`src/rtl/time_of_day_counter.sv`:
```
// time_of_day_counter
// Time-of-day core: counts ms/sec/min/hour from a 1 ms tick, accepts a
// range-checked set-time request over valid/ready, and latches an alarm
// when a counting rollover lands on the programmed HH:MM:00.
module time_of_day_counter #(
    parameter int MS_PER_SEC = 1000,
    parameter int HOURS      = 24
) (
    input  logic       clk,
    input  logic       reset,
    input  logic       ms_tick,
    input  logic       set_valid,
    output logic       set_ready,
    input  logic [4:0] set_hour,
    input  logic [5:0] set_min,
    input  logic [5:0] set_sec,
    output logic       set_err,
    input  logic       alarm_en,
    input  logic [4:0] alarm_hour,
    input  logic [5:0] alarm_min,
    input  logic       alarm_ack,
    output logic       alarm_flag,
    output logic [9:0] ms,
    output logic [5:0] sec,
    output logic [5:0] min,
    output logic [4:0] hour,
    output logic       sec_tick
);

    localparam logic [9:0] MS_MAX   = 10'(MS_PER_SEC - 1);
    localparam logic [4:0] HOUR_MAX = 5'(HOURS - 1);

    typedef enum logic [0:0] {
        ST_RUN  = 1'b0,
        ST_LOAD = 1'b1
    } state_t;

    state_t     state_q, state_d;
    logic [9:0] ms_q, ms_d;
    logic [5:0] sec_q, sec_d;
    logic [5:0] min_q, min_d;
    logic [4:0] hour_q, hour_d;
    logic [4:0] cap_hour_q, cap_hour_d;
    logic [5:0] cap_min_q, cap_min_d;
    logic [5:0] cap_sec_q, cap_sec_d;
    logic       set_ready_q, set_ready_d;
    logic       set_err_q, set_err_d;
    logic       alarm_flag_q, alarm_flag_d;
    logic       sec_tick_q, sec_tick_d;

    logic       accept_s;
    logic       in_range_s;
    logic       fire_s;

    // Next-state logic: handshake, load, counting with carries, alarm latch.
    always_comb begin
        state_d      = state_q;
        ms_d         = ms_q;
        sec_d        = sec_q;
        min_d        = min_q;
        hour_d       = hour_q;
        cap_hour_d   = cap_hour_q;
        cap_min_d    = cap_min_q;
        cap_sec_d    = cap_sec_q;
        set_ready_d  = set_ready_q;
        set_err_d    = 1'b0;
        sec_tick_d   = 1'b0;
        fire_s       = 1'b0;

        accept_s   = (state_q == ST_RUN) && set_valid && set_ready_q;
        in_range_s = (int'(set_hour) < HOURS) && (set_min <= 6'd59) && (set_sec <= 6'd59);

        case (state_q)
            ST_RUN: begin
                if (accept_s) begin
                    // A tick coinciding with a transfer is dropped.
                    if (in_range_s) begin
                        cap_hour_d  = set_hour;
                        cap_min_d   = set_min;
                        cap_sec_d   = set_sec;
                        state_d     = ST_LOAD;
                        set_ready_d = 1'b0;
                    end else begin
                        set_err_d = 1'b1;
                    end
                end else if (ms_tick) begin
                    if (ms_q != MS_MAX) begin
                        ms_d = ms_q + 10'd1;
                    end else begin
                        ms_d       = 10'd0;
                        sec_tick_d = 1'b1;
                        if (sec_q != 6'd59) begin
                            sec_d = sec_q + 6'd1;
                        end else begin
                            sec_d = 6'd0;
                            if (min_q != 6'd59) begin
                                min_d = min_q + 6'd1;
                            end else begin
                                min_d = 6'd0;
                                if (hour_q != HOUR_MAX) begin
                                    hour_d = hour_q + 5'd1;
                                end else begin
                                    hour_d = 5'd0;
                                end
                            end
                            // Only a counted rollover into :00 can fire.
                            fire_s = alarm_en && (min_d == alarm_min) && (hour_d == alarm_hour);
                        end
                    end
                end else begin
                    ms_d = ms_q;
                end
            end
            ST_LOAD: begin
                hour_d      = cap_hour_q;
                min_d       = cap_min_q;
                sec_d       = cap_sec_q;
                ms_d        = 10'd0;
                state_d     = ST_RUN;
                set_ready_d = 1'b1;
            end
            default: begin
                state_d     = ST_RUN;
                set_ready_d = 1'b1;
            end
        endcase

        // Disable clears and suppresses; a fire beats a same-cycle ack.
        if (!alarm_en) begin
            alarm_flag_d = 1'b0;
        end else if (fire_s) begin
            alarm_flag_d = 1'b1;
        end else if (alarm_ack) begin
            alarm_flag_d = 1'b0;
        end else begin
            alarm_flag_d = alarm_flag_q;
        end
    end

    // State and output registers with synchronous reset.
    always_ff @(posedge clk) begin
        if (reset) begin
            state_q      <= ST_RUN;
            ms_q         <= 10'd0;
            sec_q        <= 6'd0;
            min_q        <= 6'd0;
            hour_q       <= 5'd0;
            cap_hour_q   <= 5'd0;
            cap_min_q    <= 6'd0;
            cap_sec_q    <= 6'd0;
            set_ready_q  <= 1'b1;
            set_err_q    <= 1'b0;
            alarm_flag_q <= 1'b0;
            sec_tick_q   <= 1'b0;
        end else begin
            state_q      <= state_d;
            ms_q         <= ms_d;
            sec_q        <= sec_d;
            min_q        <= min_d;
            hour_q       <= hour_d;
            cap_hour_q   <= cap_hour_d;
            cap_min_q    <= cap_min_d;
            cap_sec_q    <= cap_sec_d;
            set_ready_q  <= set_ready_d;
            set_err_q    <= set_err_d;
            alarm_flag_q <= alarm_flag_d;
            sec_tick_q   <= sec_tick_d;
        end
    end

    assign set_ready  = set_ready_q;
    assign set_err    = set_err_q;
    assign alarm_flag = alarm_flag_q;
    assign ms         = ms_q;
    assign sec        = sec_q;
    assign min        = min_q;
    assign hour       = hour_q;
    assign sec_tick   = sec_tick_q;

endmodule

```
`config.mk`:
```
export PLATFORM = sky130hd
export DESIGN_NAME = time_of_day_counter
export DESIGN_NICKNAME = d
export VERILOG_FILES = /design/src/rtl/time_of_day_counter.sv
export SDC_FILE = /design/constraint.sdc
export NUM_CORES = 1
export LEC_CHECK = 0
export BUFFER_PORTS_ARGS = -buffer_cell sky130_fd_sc_hd__buf_2
export CAP_MARGIN = 20
export CORE_ASPECT_RATIO = 1.1
export CORE_MARGIN = 2
export CORE_UTILIZATION = 55
export CTS_CLUSTER_DIAMETER = 100
export DETAILED_ROUTE_END_ITERATION = 8
export PLACE_DENSITY = 0.93
export SYNTH_ARGS = -nofsm -noshare
export SYNTH_HDL_FRONTEND = slang
export SYNTH_SLANG_ARGS = --single-unit
```
`constraint.sdc`:
```
create_clock -name clk -period 4.65 [get_ports clk]
set_input_delay 0.93 -clock clk [delete_from_list [all_inputs] [get_ports clk]]
set_output_delay 0.93 -clock clk [all_outputs]
set_load 0.01 [all_outputs]
```
After elaboration in Yosys (flattened, before gate mapping)

Cells that the tools add are included.

Bits of input ports: 34
Logic and storage cells: 97
Flip-flop bits (word level): 49
Output and inout bits: 31

Bitwise logic cells: 4
$add $sub $neg: 4
Mux-type cells: 47
Reductions and logical operators: 15
Equal/unequal tests: 12
Magnitude comparators: 3

Operators by type and width:

| operator                | count |
|---|---|
| $mux W6                 | 14 |
| $mux W5                 | 11 |
| $mux W10                | 3 |
| $pmux W6 S2             | 2 |
| $pmux W10 S2            | 1 |
| $mux W1                 | 13 |
| $add A6 B1 Y6 const B   | 2 |
| $le A6 B6 Y1 const B    | 2 |
| $ne A2 B2 Y1 const B    | 6 |
| $ne A6 B6 Y1 const B    | 2 |
| $add A10 B1 Y10 const B | 1 |
| $ne A10 B10 Y1 const B  | 1 |
| $pmux W5 S2             | 1 |
| $eq A6 B6 Y1            | 1 |
| $logic_and A1 B1 Y1     | 6 |
| $reduce_and A3 Y1       | 2 |
| $add A5 B1 Y5 const B   | 1 |
| $eq A5 B5 Y1            | 1 |
| $lt A5 B5 Y1 const B    | 1 |
| $ne A5 B5 Y1 const B    | 1 |
| $not A1 Y1              | 4 |
| $pmux W1 S2             | 2 |
| $reduce_and A2 Y1       | 2 |
| $reduce_and A4 Y1       | 1 |
| 4 further kinds         | 4 |

Logic depth before layout (Yosys ltp)

Gate-level depths: netlist of the first run.

Depth in word-level cells: 16
Depth in mapped cells: 8
Depth with buffers taken out: 7

Least setup slack after synthesis of the first run

Ideal clock, no wire load.

Kind: in2reg
Start point: input port ms_tick
End point: register min_q[0], in the netlist min[0]
Buffers on the path: 1
Arrival time: 2,294 ps
Library setup time: 91 ps
Stages on the path: 6
Required time: 4,559 ps
Path slack: 2,265 ps
Cell sequence: a21bo_1 > buf_6 > nor4_4 > nand2_4 > or3_1 > a311oi_1

Cells in the longest elaborated chain, start to end: 2

RTL lines:

| what                               | line | text |
|---|---|---|
| start, declared                    | 11   | `input logic ms_tick,` |
| $ne A2 B2 Y1 (no source line)      | --   |  |
| $reduce_and A4 Y1 (no source line) | --   |  |
| end signal, assigned               | 159  | `min_q <= min_d;` |
| end, declared                      | 41   | `logic [5:0] min_q, min_d;` |

No other way between the ends.
A chain may end at the register's enable or synchronous reset.

Final worst setup path of the first run

Start point: input port set_valid
End point: register min_q[0], in the netlist min[0]

Cells in the longest elaborated chain, start to end: 4

RTL lines:

| what                               | line | text |
|---|---|---|
| start, declared                    | 12   | `input logic set_valid,` |
| $logic_and A1 B1 Y1 (2 in a row)   | 70   | `accept_s = (state_q == ST_RUN) && set_valid && set_ready_q;` |
| $ne A2 B2 Y1 (no source line)      | --   |  |
| $reduce_and A4 Y1 (no source line) | --   |  |

No other way between the ends.

==> reports/qor.yml, run 1 <==
sta:
  max_freq_ghz: 0.422
  fin_crit_ps: 2370
  relSlewSlack: 0.348
  setup_viol: 0
  tns_ps: 0
  whs_ps: 480
  slew_viol_final: 0
  fin_crit_sh: 0.510
  clock-skew-final_ps: 8.92
  worst_pin_slew_ps: 978
  finalHoldViolCount: 0
  rsz0062_at_grt: "false"
floorplan:
  initial_utilization: 0.565
  fp-row-count: 26
  die_w_um: 69.4
  core-area_um2: 4590
  ios: 65
  fp.dieH_um: 76.0
  die_area_um2: 5270
logic_synthesis:
  synth_seq_area_share: 0.379
  avgSynthCellArea_um2: 8.66
  yosys_register_bits: 49
  syn_area_um2: 2590
  ys_types: 51
  syn_nets: 337
  async_reset_ff_frac: 0
  synth_edf_count: 0
  yosysWarnings: 0
  synthFlopType: "dfxtp_1"
  synth_cells: 299
cts:
  cts_tree: "built"
  postCtsSetupBuffers: 0
  htree_levels: 2
  ctsHoldBuffers: 0
  root_buffer: "clkbuf_8"
  cts.path.max_buffers: 2
  cts-buffers-inserted: 5
  clk_pin_slew_ps: 90
  clkLatencyLatePin_ps: 300
  clock_sinks: 49
  cts_resized: 0
setup_path:
  critPathLaunchType: "primary input"
  r2r_cells: 7
  path_cells: "buf_2 -> a21bo_1 -> nor4_4 -> nand2_4 -> or3_1 -> a311oi_1"
  cp_max_fo: 8
  required_ps: 4860
  arrival_ps: 2590
  cp-end-kind: "flop"
  critPathTopFamily: "simple AND/OR/NAND/NOR gates"
  cp.depth: 6
  criticalPathCategory: "primary input to flop"
  cpMaxStageDelayCell: "nor4_4"
  slowest_delay_ps: 450
  cp_num_buf_inv: 1
placement:
  dp_hpwl_um: 4510
  gp_congestion: 0.856
  portBuffers: 64
min_path:
  hp-class: "flop to flop"
  hold-path-cell-count: 2
outcome:
  run_status: "finished clean"
detailed_routing:
  drtAntennaViolNets: 0
  post_drt_wl_per_cell_um: 15.2
  wl_um: 6250
  first_iter_violations: 256
  drt_pass1_iterations: 5
  vias: 2480
  drc: 0
  vias_per_cell: 6.02
power_and_ir_drop:
  cellPowerDensity_nw_per_um2: 293
  ir_drop_v: 0.000190
  p_leak_nw: 1.40
finish:
  area_delta_synth_final_pct: 16.6
  fin_nets: 394
  insertedDiodeCount: 0
  drive_gt1_frac: 0.222
  final_common_cell: "buf_2"
  final_cell_mix: "buf_2, nor2_1, dfxtp_1"
global_routing:
  globalRoute.totalOverflow: 0
  globalRouteMet2Util: 0.405
  grt_usage: 0.244
  grt_pass1_vias: 2226
  grtUsageMet3: 0.0437
  grt_pass1_wl_um: 10700
  antenna_found_initial: 0
  grt_busiest_layer: "met2"
  grt_start_max_net_pins: 38
  grtUsageMet1: 0.327
job:
  maxCapViolCount: 0
-- layout make-up --
cell class | count | area [µm²]
Fill cell | 361 | 1570
Multi-Input combinational cell | 230 | 1520
Sequential cell | 49 | 981
Timing Repair Buffer | 64 | 320
Tap cell | 56 | 70.1
Clock buffer | 5 | 68.8
Clock inverter | 2 | 35.0
Inverter | 6 | 22.5
-- metrics by stage --
step / total power [mW] / worst slack [ps] / area, µm² / std cells / utilization
after floorplan: 0.552 / 2260 / 2590 / 299 / -
final: 0.885 / 2280 / 3020 / 412 / 0.658
after detailed placement: 0.596 / 2020 / 2920 / 405 / 0.636
after CTS: 0.887 / 2300 / 3020 / 412 / 0.658
after global placement: 0.591 / 2090 / 2920 / 405 / 0.636
after global routing: 0.929 / 2120 / 3020 / 412 / 0.658
-- state kept, by name, summed over array words and instances (netlist names) --
name and cells:
hour 5, cap_sec_q 6, alarm_flag 1, set_ready 1, sec 6, cap_hour_q 5, min 6, state_q 1
set_err 1, ms 10, cap_min_q 6, sec_tick 1
-- report_power, final --
part           internal (mW)  switching, mW
Clock                  0.156          0.140
Sequential             0.441         0.0253
Combinational         0.0565         0.0661
-- cells in the mapped netlist, types with 4 or more instances --
cell type / count / area [µm²]
a211oi_1: 7 / 52.6
a21boi_0: 4 / 30.0
a21oi_1: 6 / 30.0
a311oi_1: 5 / 43.8
and3_1: 5 / 31.3
clkbuf_1: 9 / 33.8
dfxtp_1: 49 / 981
ha_1: 4 / 50.1
inv_1: 6 / 22.5
mux2i_1: 27 / 270
nand2_1: 26 / 97.6
nand3_1: 12 / 60.1
nand4_1: 6 / 37.5
nor2_1: 51 / 191
nor3_1: 4 / 20.0
o21ai_0: 7 / 35.0
or3_1: 4 / 25.0
xnor2_1: 10 / 87.6
xor2_1: 10 / 87.6
-- cell families (layout without fill, tap and decap cells) --
| group | after synthesis | after routing | share of synthesized area |
|---|---|---|---|
| simple gates | 129 | 129 | 0.254 |
| xor+xnor | 20 | 20 | 0.0676 |
| buf+inv | 20 | 77 | 0.0338 |
| fa+ha+maj | 4 | 4 | 0.0193 |
| flops | 49 | 49 | 0.379 |
| compound gates | 49 | 49 | 0.138 |
| mux | 28 | 28 | 0.109 |
-- metal layers --
layer  part of all wire  vias to the layer above
met3              0.059                        9
met1               0.43                     1161
met2               0.50                      121
met4              0.013                        0
met5                  0                        -
li1                   -                     1189
-- worst reg2reg max path, cell delays in order, from the launching register on --
cell and delay (ps):
dfxtp_1 420, ha_1 230, and4bb_2 280, nand3_1 150
nor3_1 580, nand2_1 210, mux2i_1 170, a211oi_1 230
-- worst paths after layout --
| kind | from | to | slack [ps] |
|---|---|---|---|
| worst min register to register | alarm_flag | alarm_flag | 480 |
| worst min-delay path | alarm_flag | alarm_flag | 480 |
| worst max register to register | ms[0] | hour[0] | 2290 |
| worst max-delay path | set_valid | min[0] | 2280 |
No activity file was read; power rests on OpenSTA's default activity.
==> run 2: changes to the inputs <==
CORE_UTILIZATION = 48   (was 55)
PLACE_DENSITY = 0.87   (was 0.93)
clock period = 1.9 ns   (was 4.65 ns; I/O delays follow)
==> run 2 against run 1 <==
Wire length rose by 13%. Sequential power rose by 140%. Clock-buffer cell count did not move. Final cell count rose by 13%. Critical path depth rose by 1. Clock skew rose by 2.8 ps.
==> reports/qor.yml, run 2 (synthesis results as in run 1) <==
sta:
  setup_ws_ps: 110
  worst_pin_slew_ps: 414
  finalHoldViolCount: 0
  max_freq_ghz: 0.559
  fin_crit_ps: 1790
  whs_ps: 305
  fin_crit_sh: 0.942
  relSlewSlack: 0.724
  setup_viol: 0
  tns_ps: 0
  clock-skew-final_ps: 11.8
  slew_viol_final: 0
detailed_routing:
  post_drt_wl_per_cell_um: 15.2
  vias_per_cell: 5.68
  first_iter_violations: 262
  drt_pass1_iterations: 4
  wl_um: 7080
  drc: 0
  drtAntennaViolNets: 0
  vias: 2648
global_routing:
  grt_pass1_wl_um: 11000
  grt_pass1_vias: 2362
  antenna_found_initial: 0
  grt_usage: 0.236
  grt_start_max_net_pins: 37
  globalRoute.totalOverflow: 0
cts:
  cts-buffers-inserted: 5
  root_buffer: "clkbuf_8"
  clock_sinks: 49
  clkLatencyLatePin_ps: 310
  clk_pin_slew_ps: 100
  htree_levels: 2
  cts_tree: "built"
  cts.path.max_buffers: 2
floorplan:
  initial_utilization: 0.490
  fp.dieH_um: 81.0
  ios: 65
  die_area_um2: 6000
  fp-row-count: 28
  die_w_um: 74.0
  core-area_um2: 5290
finish:
  final_common_cell: "buf_2"
  largest_reg_flops: 10
  final_cell_mix: "buf_2, nor2_1, dfxtp_1"
  fin_nets: 428
  finalNonFillerCells: 466
  fin_util: 0.640
  drive_gt1_frac: 0.335
  insertedDiodeCount: 0
  area_delta_synth_final_pct: 30.8
  nFillCells: 423
setup_path:
  r2r_cells: 7
  r2r_slack_ps: 110
  critPathLaunchType: "flop"
  criticalPathCategory: "flop to flop"
  reg2reg_from: "hour[1]"
  required_ps: 2140
  arrival_ps: 2030
  cp_max_fo: 5
  r2r-end: "alarm_flag"
  cp-end-kind: "flop"
placement:
  dpl_worst_slack_ps: 45.2
  dp.cells: 458
  gp_congestion: 0.924
  dp_hpwl_um: 5100
  portBuffers: 64
power_and_ir_drop:
  ir_drop_v: 0.000498
  p_leak_nw: 1.60
  cellPowerDensity_nw_per_um2: 699
job:
  maxCapViolCount: 0
min_path:
  holdPathEnd: "cap_hour_q[0]"
  min_from: "set_hour[0]"
  hold-path-cell-count: 3
  hp-class: "primary input to flop"
outcome:
  run_status: "finished clean"
[run 2: stage by stage]
step | area (µm²) | total power [mW]
floorplan | 2600 | 1.35
global placement | 3200 | 1.49
detailed placement | 3200 | 1.51
CTS | 3340 | 2.37
global route | 3390 | 2.46
finish | 3390 | 2.37
[run 2: timing repair]
action / 4_1_cts / 5_1_grt
gates resized for setup: 0 / 17
setup endpoints to repair: 0 / 6
hold buffers: 0 / 0
buffers inserted: 0 / 0
[run 2: layer usage]
layer,track usage,vias up,routed length [µm]
met1,0.302,1249,2990
li1,-,1255,-
met3,0.0509,28,492
met5,0,-,0
met4,0.102,0,244
met2,0.382,116,3350
[run 2: layout make-up]
class	instances	area (µm²)	area share
inverters	6	22.5	0.00665
well taps	75	93.8	0.0277
clock inverters	3	65.1	0.0192
multi-input cells	230	1570	0.463
clock buffers	5	68.8	0.0203
repair buffers	98	576	0.170
flip-flops and latches	49	992	0.293
[run 2: how the worst max path moves through the flow]
stage,from,end,cells after the start
3_5_place_dp,set_valid,min[4],8
2_1_floorplan,sec[0],min[0],6
6_report,hour[1],alarm_flag,7
4_1_cts,sec[1],hour[4],8
5_1_grt,ms[0],hour[0],8
3_3_place_gp,set_valid,hour[4],7
[run 2: critical path, cell delays in order (launching register included)]
cell and delay, ps:
dfxtp_2 390, ha_1 200, nand2_1 100, nor3_2 270
xnor2_1 90, a2111oi_1 390, nand4_1 120, o21ai_0 150
[run 2: power by group]
group / switching [mW] / internal, mW / leakage (nW) / total (mW)
registers: 0.0412 / 1.08 / 0.403 / 1.12
logic: 0.199 / 0.173 / 1.13 / 0.372
clock network: 0.353 / 0.523 / 0.0681 / 0.876
total: 0.593 / 1.78 / 1.60 / 2.37
